[src/rtl/mac_result_accumulator.sv]
// rtl/mac_result_accumulator.sv - dot-product accumulator behind the Booth multiplier with a 2-entry result FIFO
// Optional saturating accumulation is selected by defining MAC_ACC_SAT_EN.
module mac_result_accumulator #(
    parameter int N       = 32,
    parameter int ACC_W   = 2*N+8,
    parameter int MUL_LAT = 3,
    parameter int CNT_W   = 8
) (
    input  logic                    clk,
    input  logic                    rst,
    input  logic                    in_valid,
    input  logic                    in_last,
    output logic                    in_ready,
    input  logic signed [2*N-1:0]   prod,
    output logic                    out_valid,
    input  logic                    out_ready,
    output logic [ACC_W-1:0]        out_data,
    output logic [CNT_W-1:0]        out_terms,
    output logic                    out_ovf
);

    localparam logic [ACC_W-1:0] ACC_MAX = {1'b0, {(ACC_W-1){1'b1}}};
    localparam logic [ACC_W-1:0] ACC_MIN = {1'b1, {(ACC_W-1){1'b0}}};

    logic [MUL_LAT-1:0] pipe_valid;
    logic [MUL_LAT-1:0] pipe_last;
    logic               first;
    logic [ACC_W-1:0]   acc;
    logic [CNT_W-1:0]   term_cnt;
    logic               ovf;

    logic [ACC_W-1:0]   fifo_data  [2];
    logic [CNT_W-1:0]   fifo_terms [2];
    logic               fifo_ovf   [2];
    logic               rd_ptr;
    logic               wr_ptr;
    logic [1:0]         fifo_count;

    logic               acc_in;
    logic               tail_valid;
    logic               tail_last;
    logic               push;
    logic               pop;
    logic [7:0]         lasts_in_flight;
    logic [ACC_W-1:0]   prod_ext;
    logic [ACC_W-1:0]   sum;
    logic               wrap;
    logic [ACC_W-1:0]   acc_next;
    logic [CNT_W-1:0]   cnt_next;
    logic               ovf_next;

    assign acc_in     = in_valid && in_ready;
    assign tail_valid = pipe_valid[MUL_LAT-1];
    assign tail_last  = pipe_last[MUL_LAT-1];
    assign push       = tail_valid && tail_last;
    assign out_valid  = (fifo_count != 2'd0);
    assign pop        = out_valid && out_ready;

    assign prod_ext = {{(ACC_W-2*N){prod[2*N-1]}}, prod};
    assign sum      = acc + prod_ext;
    assign wrap     = (acc[ACC_W-1] == prod_ext[ACC_W-1]) && (sum[ACC_W-1] != acc[ACC_W-1]);

    // Every issued last term owns a FIFO slot before it is allowed in.
    always_comb begin
        lasts_in_flight = 8'd0;
        for (int i = 0; i < MUL_LAT; i++) begin
            lasts_in_flight = lasts_in_flight + 8'(pipe_valid[i] & pipe_last[i]);
        end
    end

    assign in_ready = ({6'b0, fifo_count} + lasts_in_flight) < 8'd2;

    always_comb begin
        acc_next = acc;
        cnt_next = term_cnt;
        ovf_next = ovf;
        if (tail_valid) begin
            if (first) begin
                acc_next = prod_ext;
                cnt_next = {{(CNT_W-1){1'b0}}, 1'b1};
                ovf_next = 1'b0;
            end else begin
                cnt_next = (&term_cnt) ? term_cnt : term_cnt + 1'b1;
`ifdef MAC_ACC_SAT_EN
                // Once railed, the sum holds there until the burst ends.
                if (!ovf) begin
                    if (wrap) begin
                        ovf_next = 1'b1;
                        acc_next = acc[ACC_W-1] ? ACC_MIN : ACC_MAX;
                    end else begin
                        acc_next = sum;
                    end
                end
`else
                acc_next = sum;
                if (wrap) ovf_next = 1'b1;
`endif
            end
        end
    end

    always_ff @(posedge clk) begin
        if (!rst) begin
            pipe_valid    <= '0;
            pipe_last     <= '0;
            first         <= 1'b1;
            acc           <= '0;
            term_cnt      <= '0;
            ovf           <= 1'b0;
            fifo_data[0]  <= '0;
            fifo_data[1]  <= '0;
            fifo_terms[0] <= '0;
            fifo_terms[1] <= '0;
            fifo_ovf[0]   <= 1'b0;
            fifo_ovf[1]   <= 1'b0;
            rd_ptr        <= 1'b0;
            wr_ptr        <= 1'b0;
            fifo_count    <= 2'd0;
        end else begin
            pipe_valid <= {pipe_valid[MUL_LAT-2:0], acc_in};
            pipe_last  <= {pipe_last[MUL_LAT-2:0], acc_in && in_last};
            acc        <= acc_next;
            term_cnt   <= cnt_next;
            ovf        <= ovf_next;
            if (tail_valid) first <= tail_last;
            if (push) begin
                fifo_data[wr_ptr]  <= acc_next;
                fifo_terms[wr_ptr] <= cnt_next;
                fifo_ovf[wr_ptr]   <= ovf_next;
                wr_ptr             <= ~wr_ptr;
            end
            if (pop) rd_ptr <= ~rd_ptr;
            case ({push, pop})
                2'b10:   fifo_count <= fifo_count + 2'd1;
                2'b01:   fifo_count <= fifo_count - 2'd1;
                default: fifo_count <= fifo_count;
            endcase
        end
    end

    assign out_data  = out_valid ? fifo_data[rd_ptr]  : '0;
    assign out_terms = out_valid ? fifo_terms[rd_ptr] : '0;
    assign out_ovf   = out_valid ? fifo_ovf[rd_ptr]   : 1'b0;

endmodule

[config.mk]
export PLATFORM = sky130hd
export DESIGN_NAME = mac_result_accumulator
export DESIGN_NICKNAME = d
export VERILOG_FILES = /design/src/rtl/mac_result_accumulator.sv
export SDC_FILE = /design/constraint.sdc
export NUM_CORES = 1
export LEC_CHECK = 0
export ABC_AREA = 1
export CAP_MARGIN = 10
export CORE_MARGIN = 8
export CORE_UTILIZATION = 45
export DETAILED_ROUTE_END_ITERATION = 8
export GPL_ROUTABILITY_DRIVEN = 0
export PLACE_DENSITY = 0.63
export SETUP_SLACK_MARGIN = 0.2
export SYNTH_ARGS = -nofsm -noshare
export SYNTH_HDL_FRONTEND = slang
export SYNTH_SLANG_ARGS = --single-unit
[constraint.sdc]
create_clock -name clk -period 5.76 [get_ports clk]
set_input_delay 0.576 -clock clk [delete_from_list [all_inputs] [get_ports clk]]
set_output_delay 0.576 -clock clk [all_outputs]
set_load 0.05 [all_outputs]
==> flow_metrics.py, run 1 <==
metrics = {
    "run_status": {
        "outcome": "finished, final reports clean",
    },
    "power": {
        "peakVddDrop_uv": 178,
        "areal_power_density_over_the_cells_nw_per_um2": 226,
        "total_leakage_power_nw": 7.87,
    },
    "synth": {
        "yosys_register_bits": 255,
        "ys.warnings.count": 0,
        "synthesis.area_sq_um": 16400,
        "synth.avg_cell_area_sq_um": 7.12,
        "synth.lib_cells_used.distinct": 43,
        "synth-seq-area-share_pct": 40.8,
        "yosys_most_used_dff": "sky130_fd_sc_hd__edfxtp_1",
        "syn_nets": 2452,
        "postSynth.asyncResetShare_pct": 0,
        "yosys.area.top_type_share_pct": 29.3,
        "synth-edff-count": 160,
        "synth_largest_area_cell": "sky130_fd_sc_hd__edfxtp_1",
        "netlist_top_cells_area": "sky130_fd_sc_hd__edfxtp_1 (29%), sky130_fd_sc_hd__nand2_1 (14%), sky130_fd_sc_hd__dfxtp_1 (12%)",
        "syn-instance-count": 2307,
        "yosys.cell_count.top_type": "sky130_fd_sc_hd__nand2_1",
        "synth.cells.most_frequent": "sky130_fd_sc_hd__nand2_1 (591), sky130_fd_sc_hd__a21oi_1 (330), sky130_fd_sc_hd__nor2_1 (301)",
    },
    "placement": {
        "placement.io_buffers": 151,
        "dpl.hpwl_um": 38200,
        "place_ws_ns": 1.79,
    },
    "floorplan": {
        "core_area_sq_um": 36300,
        "floorplan.die.width_um": 207,
        "effective_utilization_at_floorplan_pct": 45.3,
        "die-area_sq_um": 42900,
        "placement_rows": 70,
        "die-height_um": 207,
        "ioPinCount": 152,
    },
    "clock_tree": {
        "cts_post_setup_buffers_inserted": 0,
        "ctsHtreeMaxLevel": 1,
        "clk_lat_worst_skew_ns": 0.56,
        "total_cts_buffers": 29,
        "tritoncts_num_sinks": 255,
        "cts_repair_resizes": 0,
        "cts.root.buffer_cell": "sky130_fd_sc_hd__clkbuf_16",
        "cts.hold.buffers_added": 0,
        "clk_pin_slew_ns": 0.06,
        "clk_path_buf_depth": 3,
        "cts_tree": "yes",
    },
    "worst_setup_path": {
        "critical_path_required_ns": 5.18,
        "type_of_destination_of_the_critical_path": "primary output",
        "timing.critical_path.arrival_ns": 3.45,
        "path_max_fanout": 8,
        "critPathKind": "register to primary output",
        "critical-path-top-cell-by-count": "sky130_fd_sc_hd__fa_1",
        "worstRegToRegCells": 7,
        "cell_at_the_slowest_stage_of_the_critical_path": "sky130_fd_sc_hd__clkdlybuf4s50_1",
        "worst_path_largest_cell_delay_ns": 0.83,
        "slack_of_the_worst_reg_to_reg_path_ns": 2.94,
        "worstPathCellList": "nand2_1 > inv_1 > fa_1 > and3_1 > fa_1 > nor2_1 > clkdlybuf4s50_1",
        "cp_startpoint_kind": "register",
        "worst_r2r_startpoint": "pipe_valid[2]",
        "worst_r2r_endpoint": "fifo_data[0][64]",
    },
    "min_path": {
        "min_path_type": "register to register",
        "worstHoldEndpoint": "pipe_last[2]",
        "hp-start": "pipe_last[1]",
        "whs_path_depth": 2,
    },
    "timing": {
        "max_freq_mhz": 248,
        "final_max_slew_viol_count": 0,
        "fraction_of_the_cycle_the_final_worst_path_needs_pct": 69.9,
        "worst_slew_pin_slew_ns": 1.11,
        "postLayoutSetupSlackWorst_ns": 1.73,
        "timing_hold_violations_final": 0,
        "slew_headroom_pct": 26.0,
        "timing.clock.skew_ns": 0.0168,
        "time_the_worst_path_needs_with_i_o_delays_and_setup_ns": 4.03,
        "final.setup.tns_ns": 0,
        "unrepaired_setup_endpoints_after_global_routing": "no",
        "report.final.setup_viol": 0,
    },
    "grt": {
        "number_of_global_route_vias_before_repair": 15200,
        "grt_max_degree": 82,
        "grt_use_total_pct": 23.7,
        "antenna_found_initial": 0,
        "grt_overflow_total": 0,
        "grt_pass1_wl_um": 83100,
    },
    "route": {
        "detailroute.via_count": 15900,
        "detail_route.drc_violations": 0,
        "dr.first_iter.drc_count": 1341,
        "avgViaCountPerCell": 5.45,
        "drt-total-wl_um": 52500,
        "wl_per_cell_um": 18.0,
        "ant_nets": 0,
        "first_pass_iteration_count_of_the_detailed_router": 5,
    },
    "finish": {
        "layout.nets": 2576,
        "filler_cell_count": 3541,
        "inserted_diodes": 0,
        "layout-area-overhead-vs-synth_pct": 17.8,
        "drive_gt1_share_pct": 5.01,
    },
    "flow_run": {
        "cap_viol_max_count": 0,
    },
}
-- critical path: cells and delay by family (launching register included) --
family / cells / cell delay [ns]
adders and majority gates: 2 / 0.83
buffers and inverters: 2 / 0.96
DFF: 1 / 0.54
and+or+nand+nor: 3 / 0.57
-- per-stage QoR --
step | utilization (%) | total power [mW] | instances | hold WS, ns | cell area [sq um]
final | 53.4 | 4.37 | 2921 | 0.431 | 19400
after detailed placement | 50.6 | 2.47 | 2868 | 0.422 | 18400
after global placement | 50.6 | 2.47 | 2868 | 0.416 | 18400
after floorplan | - | 2.31 | 2307 | 0.402 | 16400
after CTS | 53.4 | 4.39 | 2921 | 0.432 | 19400
after global routing | 53.4 | 4.51 | 2921 | 0.446 | 19400
-- state kept, by name, summed over array words and instances (netlist names), named ones only --
signal and cells:
wr_ptr 1, fifo_data 144, fifo_ovf 2, rd_ptr 1
fifo_count 2, ovf 1, term_cnt 8, first 1
acc 72, pipe_last 3, fifo_terms 16, pipe_valid 3
-- worst max path at each step --
| stage | slack (ns) | to | cells after the start | start |
|---|---|---|---|---|
| global placement | 1.93 | fifo_data[0][29] | 6 | rst |
| floorplan | 2.60 | fifo_data[0][0] | 3 | rst |
| detailed placement | 1.79 | fifo_data[1][40] | 6 | rst |
| global route | 1.62 | in_ready | 7 | pipe_valid[2] |
| CTS | 1.74 | in_ready | 7 | pipe_valid[2] |
| finish | 1.73 | in_ready | 7 | pipe_valid[2] |
-- logic make-up after synthesis --
kind of cell	synth area share, %
adders and majority gates	5.93
buffers and inverters	8.84
DFF	40.8
xor gates and xnor gates	0.427
AOI/OAI and AO/OA	16.7
and+or+nand+nor	27.2
-- cells in the final DEF, fill, tap and decap left out, types with 6 or more instances in the layout --
cell type,synthesis,layout
sky130_fd_sc_hd__ha_1,73,73
sky130_fd_sc_hd__nand2_1,591,589
sky130_fd_sc_hd__nand3b_1,17,17
sky130_fd_sc_hd__a21oi_1,330,330
sky130_fd_sc_hd__clkdlybuf4s50_1,0,151
sky130_fd_sc_hd__nand3_2,6,6
sky130_fd_sc_hd__nand4_1,6,6
sky130_fd_sc_hd__clkinv_2,0,7
sky130_fd_sc_hd__dfxtp_1,95,94
sky130_fd_sc_hd__o21bai_1,16,16
sky130_fd_sc_hd__o21ai_0,78,78
sky130_fd_sc_hd__a22o_1,36,36
sky130_fd_sc_hd__nor2_2,6,6
sky130_fd_sc_hd__inv_1,298,295
sky130_fd_sc_hd__edfxtp_1,160,160
sky130_fd_sc_hd__clkbuf_16,0,29
sky130_fd_sc_hd__nor2_1,301,300
sky130_fd_sc_hd__inv_2,11,11
sky130_fd_sc_hd__nand3_1,96,96
sky130_fd_sc_hd__o21ai_1,17,17
sky130_fd_sc_hd__buf_4,1,14
sky130_fd_sc_hd__nor3_1,25,25
sky130_fd_sc_hd__o21a_1,6,6
sky130_fd_sc_hd__nand2_2,25,25
-- power breakdown --
group / total [mW] / internal (mW) / switching [mW]
clock: 1.93 / 1.16 / 0.768
combinational: 0.434 / 0.147 / 0.287
sequential: 2.01 / 1.99 / 0.0190
total: 4.37 / 3.30 / 1.07
-- final cells by class --
| class | count | area (sq um) | share of cell area (%) |
|---|---|---|---|
| multi-input combinational | 1671 | 8290 | 42.8 |
| sequential | 255 | 6710 | 34.7 |
| timing repair buffer | 165 | 1620 | 8.35 |
| inverter | 309 | 1160 | 6.01 |
| clock buffer | 35 | 758 | 3.92 |
| tap | 468 | 586 | 3.03 |
| clock inverter | 18 | 234 | 1.21 |
-- metal layers --
layer / up-vias / wire [um] / GRT usage (%) / share of wire (%)
met5: - / 0 / 0 / 0
met2: 573 / 23400 / 38.3 / 44
met1: 7449 / 24200 / 33.3 / 46
met4: 0 / 1200 / 6.11 / 2.3
met3: 73 / 3740 / 2.81 / 7.1
li1: 7813 / - / - / -
(Power assumes the default switching activity.)
==> inputs of run 2 (changes only) <==
- PLACE_DENSITY: 0.63 -> 0.65
- clock period: 5.76 -> 3.43 ns (I/O delays scaled with it)
==> run 2 against run 1 <==
  * Final area decreased by 0.83%
  * Clock-buffer cell count increased by 12
  * Non-clock buffer count grew 11
  * Routed wire length increased by 2.2%
  * Flip-flop and latch count did not move
  * Critical path depth did not move
  * Cell count increased by 0.34%
  * Die area unchanged
  * Register-to-register slack worse by 2.3 ns
  * Sequential power increased by 68%
  * Worst setup slack worse by 1.3 ns
==> flow_metrics.py, run 2 (synthesis gave the netlist of run 1 again) <==
metrics = {
    "run_status": {
        "outcome": "finished, final reports clean",
    },
    "finish": {
        "max_flop_register": "fifo_data",
        "reg_top3": "fifo_data (144), acc (72), fifo_terms (16)",
        "inserted_diodes": 0,
        "largest_register_ff_count": 144,
        "layout.cells.most_common": "sky130_fd_sc_hd__nand2_1",
        "most-common-layout-cells": "sky130_fd_sc_hd__nand2_1 (589), sky130_fd_sc_hd__a21oi_1 (330), sky130_fd_sc_hd__nor2_1 (300)",
        "drive_gt1_share_pct": 8.53,
        "layout-area-overhead-vs-synth_pct": 16.9,
        "layout.nets": 2586,
        "filler_cell_count": 3636,
    },
    "floorplan": {
        "core_area_sq_um": 36300,
        "placement_rows": 70,
        "die-height_um": 207,
        "ioPinCount": 152,
        "die-area_sq_um": 42900,
        "floorplan.die.width_um": 207,
        "effective_utilization_at_floorplan_pct": 45.3,
    },
    "worst_setup_path": {
        "timing.critical_path.to": "in_ready",
        "worst_r2r_startpoint": "acc[47]",
        "worst_r2r_endpoint": "fifo_data[1][68]",
        "timing.critical_path.arrival_ns": 2.69,
        "slack_of_the_worst_reg_to_reg_path_ns": 0.69,
        "cp_startpoint_kind": "register",
        "critical_path_required_ns": 3.09,
        "critical_path.startpoint": "pipe_valid[2]",
        "worstRegToRegCells": 12,
        "path_max_fanout": 8,
        "type_of_destination_of_the_critical_path": "primary output",
        "critPathKind": "register to primary output",
    },
    "clock_tree": {
        "cts.root.buffer_cell": "sky130_fd_sc_hd__clkbuf_16",
        "clk_lat_worst_skew_ns": 0.56,
        "clk_pin_slew_ns": 0.06,
        "tritoncts_num_sinks": 255,
        "cts_post_setup_buffers_inserted": 0,
        "total_cts_buffers": 28,
        "cts_tree": "yes",
        "ctsHtreeMaxLevel": 1,
        "clk_path_buf_depth": 3,
    },
    "placement": {
        "dpl.hpwl_um": 39700,
        "placement.io_buffers": 151,
    },
    "timing": {
        "timing_hold_violations_final": 0,
        "slew_headroom_pct": 30.5,
        "report.final.setup_viol": 0,
        "time_the_worst_path_needs_with_i_o_delays_and_setup_ns": 3.03,
        "fraction_of_the_cycle_the_final_worst_path_needs_pct": 88.3,
        "final_max_slew_viol_count": 0,
        "max_freq_mhz": 330,
        "unrepaired_setup_endpoints_after_global_routing": "no",
        "final.setup.tns_ns": 0,
        "worst_slew_pin_slew_ns": 1.04,
        "whs_ns": 0.351,
        "timing.clock.skew_ns": 0.0117,
    },
    "grt": {
        "antenna_found_initial": 0,
        "grt_use_total_pct": 24.2,
        "grt_overflow_total": 0,
        "grt_pass1_wl_um": 84500,
        "grt_max_degree": 82,
        "number_of_global_route_vias_before_repair": 15300,
    },
    "route": {
        "drt-total-wl_um": 53700,
        "detailroute.via_count": 16000,
        "dr.first_iter.drc_count": 1462,
        "avgViaCountPerCell": 5.47,
        "first_pass_iteration_count_of_the_detailed_router": 7,
        "wl_per_cell_um": 18.3,
        "ant_nets": 0,
        "detail_route.drc_violations": 0,
    },
    "power": {
        "total_leakage_power_nw": 8.07,
        "share_of_power_burned_in_registers_pct": 47.6,
        "sw_frac_of_total_pct": 24.8,
        "areal_power_density_over_the_cells_nw_per_um2": 369,
        "p_sw_mw": 1.76,
        "combinationalPowerShare_pct": 10.5,
        "internal_power_contribution_mw": 5.33,
        "peakVddDrop_uv": 358,
        "total_power_mw": 7.08,
        "clkPwrFrac_pct": 42.0,
    },
    "flow_run": {
        "cap_viol_max_count": 0,
    },
    "min_path": {
        "whs_path_depth": 2,
        "hp-start": "in_last",
        "min_path_type": "primary input to register",
    },
}
==> run 2: per-stage QoR <==
step	area, sq um	util, %	cells	worst slack, ns
after floorplan	16400	-	2307	0.487
after global placement	18300	50.5	2879	0.261
after detailed placement	18300	50.5	2879	0.243
after CTS	19200	52.9	2931	0.214
after global routing	19200	52.9	2931	0.252
final	19200	52.9	2931	0.402
==> run 2: layer usage <==
| layer | global-route usage [%] | up-vias | wire length [um] |
|---|---|---|---|
| met1 | 33.7 | 7471 | 24300 |
| met2 | 39.1 | 632 | 23800 |
| met5 | 0 | - | 0 |
| li1 | - | 7832 | - |
| met4 | 7.39 | 0 | 1620 |
| met3 | 2.54 | 98 | 3940 |
==> run 2: what timing repair did <==
item                                    4_1_cts  5_1_grt
hold buffers                                  0        0
gates resized for setup                       0        1
endpoints found under the setup margin        0        1
==> run 2: worst min path at each step <==
stage / slack [ns] / end
floorplan: 0.40 / pipe_last[2]
global placement: 0.42 / pipe_last[2]
detailed placement: 0.43 / pipe_last[2]
CTS: 0.33 / pipe_last[0]
global route: 0.35 / pipe_last[0]
finish: 0.35 / pipe_last[0]
==> run 2: critical path, cell delays in order, from the launching register on <==
cell                      delay [ns]
sky130_fd_sc_hd__dfxtp_2        0.44
sky130_fd_sc_hd__nand2_1        0.21
sky130_fd_sc_hd__inv_1          0.12
sky130_fd_sc_hd__fa_1           0.42
sky130_fd_sc_hd__and3_1         0.16
sky130_fd_sc_hd__fa_1           0.42
sky130_fd_sc_hd__nor2_1         0.13
sky130_fd_sc_hd__buf_4          0.22
==> run 2: area by class of cell <==
type	count	area, sq um	area share, %
sequential	255	6710	35.0
inverter	309	1160	6.04
timing repair buffer	176	1560	8.11
multi-input combinational	1671	8290	43.2
clock inverter	5	50.0	0.261
clock buffer	47	843	4.39
tap	468	586	3.05
==> run 2: power by group through the flow <==
| stage | clock, mW | combinational (mW) | sequential, mW |
|---|---|---|---|
| 2_1_floorplan | 0 | 0.453 | 3.43 |
| 3_3_place_gp | 0 | 0.721 | 3.43 |
| 3_5_place_dp | 0 | 0.727 | 3.44 |
| 4_1_cts | 3.02 | 0.731 | 3.37 |
| 5_1_grt | 3.14 | 0.817 | 3.38 |
| 6_report | 2.97 | 0.741 | 3.37 |
==> inputs of run 3 (changes only) <==
- CELL_PAD_IN_SITES_DETAIL_PLACEMENT: default -> 0
- CELL_PAD_IN_SITES_GLOBAL_PLACEMENT: default -> 1
- CORE_UTILIZATION: 45 -> 39
- GPL_TIMING_DRIVEN: default -> 0
- PLACE_DENSITY: 0.65 -> 0.76
==> run 3 against run 2 <==
  * Sequential power barely moved
  * Clock skew rose by 0.015 ns
  * First-iteration DRC count rose by 15%
  * Combinational power rose by 3.0%
  * Critical path type unchanged
  * Critical endpoint is now out_data[17]
  * Largest cell class unchanged
  * Highest routed layer unchanged
==> flow_metrics.py, run 3 (synthesis gave the netlist of run 1 again) <==
metrics = {
    "floorplan": {
        "placement_rows": 75,
        "floorplan.die.width_um": 221,
        "core_area_sq_um": 41800,
        "effective_utilization_at_floorplan_pct": 39.3,
        "ioPinCount": 152,
        "die-area_sq_um": 48900,
        "die-height_um": 221,
    },
    "route": {
        "wl_per_cell_um": 19.8,
        "drt-total-wl_um": 60300,
        "detailroute.via_count": 16100,
        "dr.first_iter.drc_count": 1679,
        "detail_route.drc_violations": 0,
        "ant_nets": 0,
        "first_pass_iteration_count_of_the_detailed_router": 5,
        "avgViaCountPerCell": 5.26,
    },
    "clock_tree": {
        "cts_post_setup_buffers_inserted": 0,
        "clk_path_buf_depth": 3,
        "ctsHtreeMaxLevel": 1,
        "clk_lat_worst_skew_ns": 0.57,
        "cts_tree": "yes",
        "total_cts_buffers": 29,
        "tritoncts_num_sinks": 255,
        "clk_pin_slew_ns": 0.07,
        "cts.root.buffer_cell": "sky130_fd_sc_hd__clkbuf_16",
    },
    "timing": {
        "fraction_of_the_cycle_the_final_worst_path_needs_pct": 91.6,
        "slew_headroom_pct": 38.9,
        "timing.clock.skew_ns": 0.0267,
        "timing_hold_violations_final": 0,
        "report.final.setup_viol": 0,
        "time_the_worst_path_needs_with_i_o_delays_and_setup_ns": 3.14,
        "final_max_slew_viol_count": 0,
        "max_freq_mhz": 318,
        "unrepaired_setup_endpoints_after_global_routing": "yes",
        "worst_slew_pin_slew_ns": 0.916,
    },
    "worst_setup_path": {
        "type_of_destination_of_the_critical_path": "primary output",
        "critical_path_required_ns": 3.09,
        "worst_r2r_startpoint": "acc[0]",
        "path_max_fanout": 10,
        "worstRegToRegCells": 17,
        "worstPathCellList": "clkbuf_2 > inv_2 > clkbuf_2 > nand2_1 > a21oi_1 > clkdlybuf4s50_1",
        "critPathKind": "register to primary output",
        "cell_at_the_slowest_stage_of_the_critical_path": "sky130_fd_sc_hd__clkdlybuf4s50_1",
        "critical-path-top-cell-by-count": "sky130_fd_sc_hd__clkbuf_2",
        "cp_startpoint_kind": "register",
        "timing.critical_path.to": "out_data[17]",
        "slack_of_the_worst_reg_to_reg_path_ns": 0.54,
        "timing.critical_path.arrival_ns": 2.80,
        "worst_r2r_endpoint": "fifo_data[0][54]",
        "worst_path_largest_cell_delay_ns": 0.83,
    },
    "grt": {
        "grt_max_degree": 50,
        "number_of_global_route_vias_before_repair": 15200,
        "grt_pass1_wl_um": 90400,
        "antenna_found_initial": 2,
        "grt_use_total_pct": 23.7,
        "grt_overflow_total": 0,
    },
    "power": {
        "areal_power_density_over_the_cells_nw_per_um2": 369,
        "total_power_mw": 7.22,
        "peakVddDrop_uv": 382,
        "total_leakage_power_nw": 8.50,
    },
    "placement": {
        "dpl_cell_area_sq_um": 18700,
        "placement.io_buffers": 150,
        "dpl.hpwl_um": 47400,
    },
    "finish": {
        "most-common-layout-cells": "sky130_fd_sc_hd__nand2_1 (588), sky130_fd_sc_hd__a21oi_1 (330), sky130_fd_sc_hd__nor2_1 (300)",
        "finish.instance_area_sq_um": 19600,
        "largest_register_ff_count": 144,
        "layout.cells.most_common": "sky130_fd_sc_hd__nand2_1",
        "layout.nets": 2635,
        "layout-area-overhead-vs-synth_pct": 19.1,
        "reg_top3": "fifo_data (144), acc (72), fifo_terms (16)",
        "drive_gt1_share_pct": 5.50,
        "max_flop_register": "fifo_data",
    },
    "run_status": {
        "outcome": "finished, final reports clean",
    },
    "min_path": {
        "min_path_type": "primary input to register",
    },
    "flow_run": {
        "cap_viol_max_count": 0,
    },
}
-- run 3: cell types whose count changed in the layout (fill, tap and decap cells not counted), moves of 3 or more --
cell,change
sky130_fd_sc_hd__buf_2,+15
sky130_fd_sc_hd__clkbuf_2,+14
sky130_fd_sc_hd__clkbuf_1,+30
sky130_fd_sc_hd__buf_4,-101
sky130_fd_sc_hd__buf_1,+9
sky130_fd_sc_hd__clkinv_2,+4
sky130_fd_sc_hd__dlymetal6s2s_1,+14
sky130_fd_sc_hd__clkdlybuf4s50_1,+8
sky130_fd_sc_hd__dlygate4sd2_1,+54
sky130_fd_sc_hd__buf_12,-3
-- run 3: cell type report --
class / instances / area [sq um]
fill: 4236 / 22200
multi-input combinational: 1671 / 8290
sequential: 255 / 6710
timing repair buffer: 152 / 1490
inverter: 309 / 1160
clock buffer: 39 / 815
tap: 539 / 674
buffer: 72 / 305
clock inverter: 13 / 116
antenna: 2 / 5.00
-- run 3: timing repair --
action / CTS / global route
hold buffers: 0 / 0
pin swaps: 0 / 0
setup endpoints to repair: 82 / 25
gates resized for setup: 75 / 27
gates cloned: 0 / 0
-- run 3: per-layer routing --
| metal | wire, um | up-vias | part of all wire [%] | track usage, % |
|---|---|---|---|---|
| met5 | 0 | - | 0 | 0 |
| met4 | 1580 | 0 | 2.6 | 6.91 |
| met3 | 4350 | 80 | 7.2 | 3.73 |
| met2 | 25600 | 541 | 42 | 36.2 |
| met1 | 28800 | 7498 | 48 | 34.1 |
| li1 | - | 7943 | - | - |
-- run 3: where the power goes --
| group | internal (mW) | switching [mW] |
|---|---|---|
| clock | 1.80 | 1.28 |
| combinational | 0.253 | 0.510 |
| sequential | 3.34 | 0.0327 |
| total | 5.40 | 1.83 |
-- run 3: how the worst min path moves through the flow --
stage | from | end | slack (ns) | depth (start not counted)
global route | rst | acc[35] | 0.15 | 3
CTS | rst | acc[35] | 0.14 | 3
detailed placement | pipe_last[0] | pipe_last[1] | 0.42 | 2
finish | rst | acc[35] | 0.17 | 3
global placement | pipe_last[1] | pipe_last[2] | 0.42 | 2
floorplan | pipe_last[1] | pipe_last[2] | 0.40 | 2
-- run 3: per-stage QoR --
| stage | setup WS, ns | cells | hold WS (ns) | TNS [ns] | utilization (%) |
|---|---|---|---|---|---|
| 6_report | 0.287 | 3052 | 0.168 | 0 | 46.8 |
| 5_1_grt | 0.151 | 3050 | 0.154 | 0 | 46.8 |
| 4_1_cts | 0.200 | 3050 | 0.136 | 0 | 46.8 |
| 3_5_place_dp | -0.0507 | 2998 | 0.419 | -0.0547 | 44.7 |
| 3_3_place_gp | -1.19 | 2996 | 0.419 | -187.79 | 44.5 |
| 2_1_floorplan | 0.487 | 2307 | 0.402 | 0 | - |
-- run 3: critical path: cells and delay by family (launching register included) --
kind | cells | cell delay (ns)
buffers and inverters | 4 | 1.71
flip-flops | 1 | 0.30
AND/OR/NAND/NOR | 1 | 0.09
AO/OA/AOI/OAI | 1 | 0.14
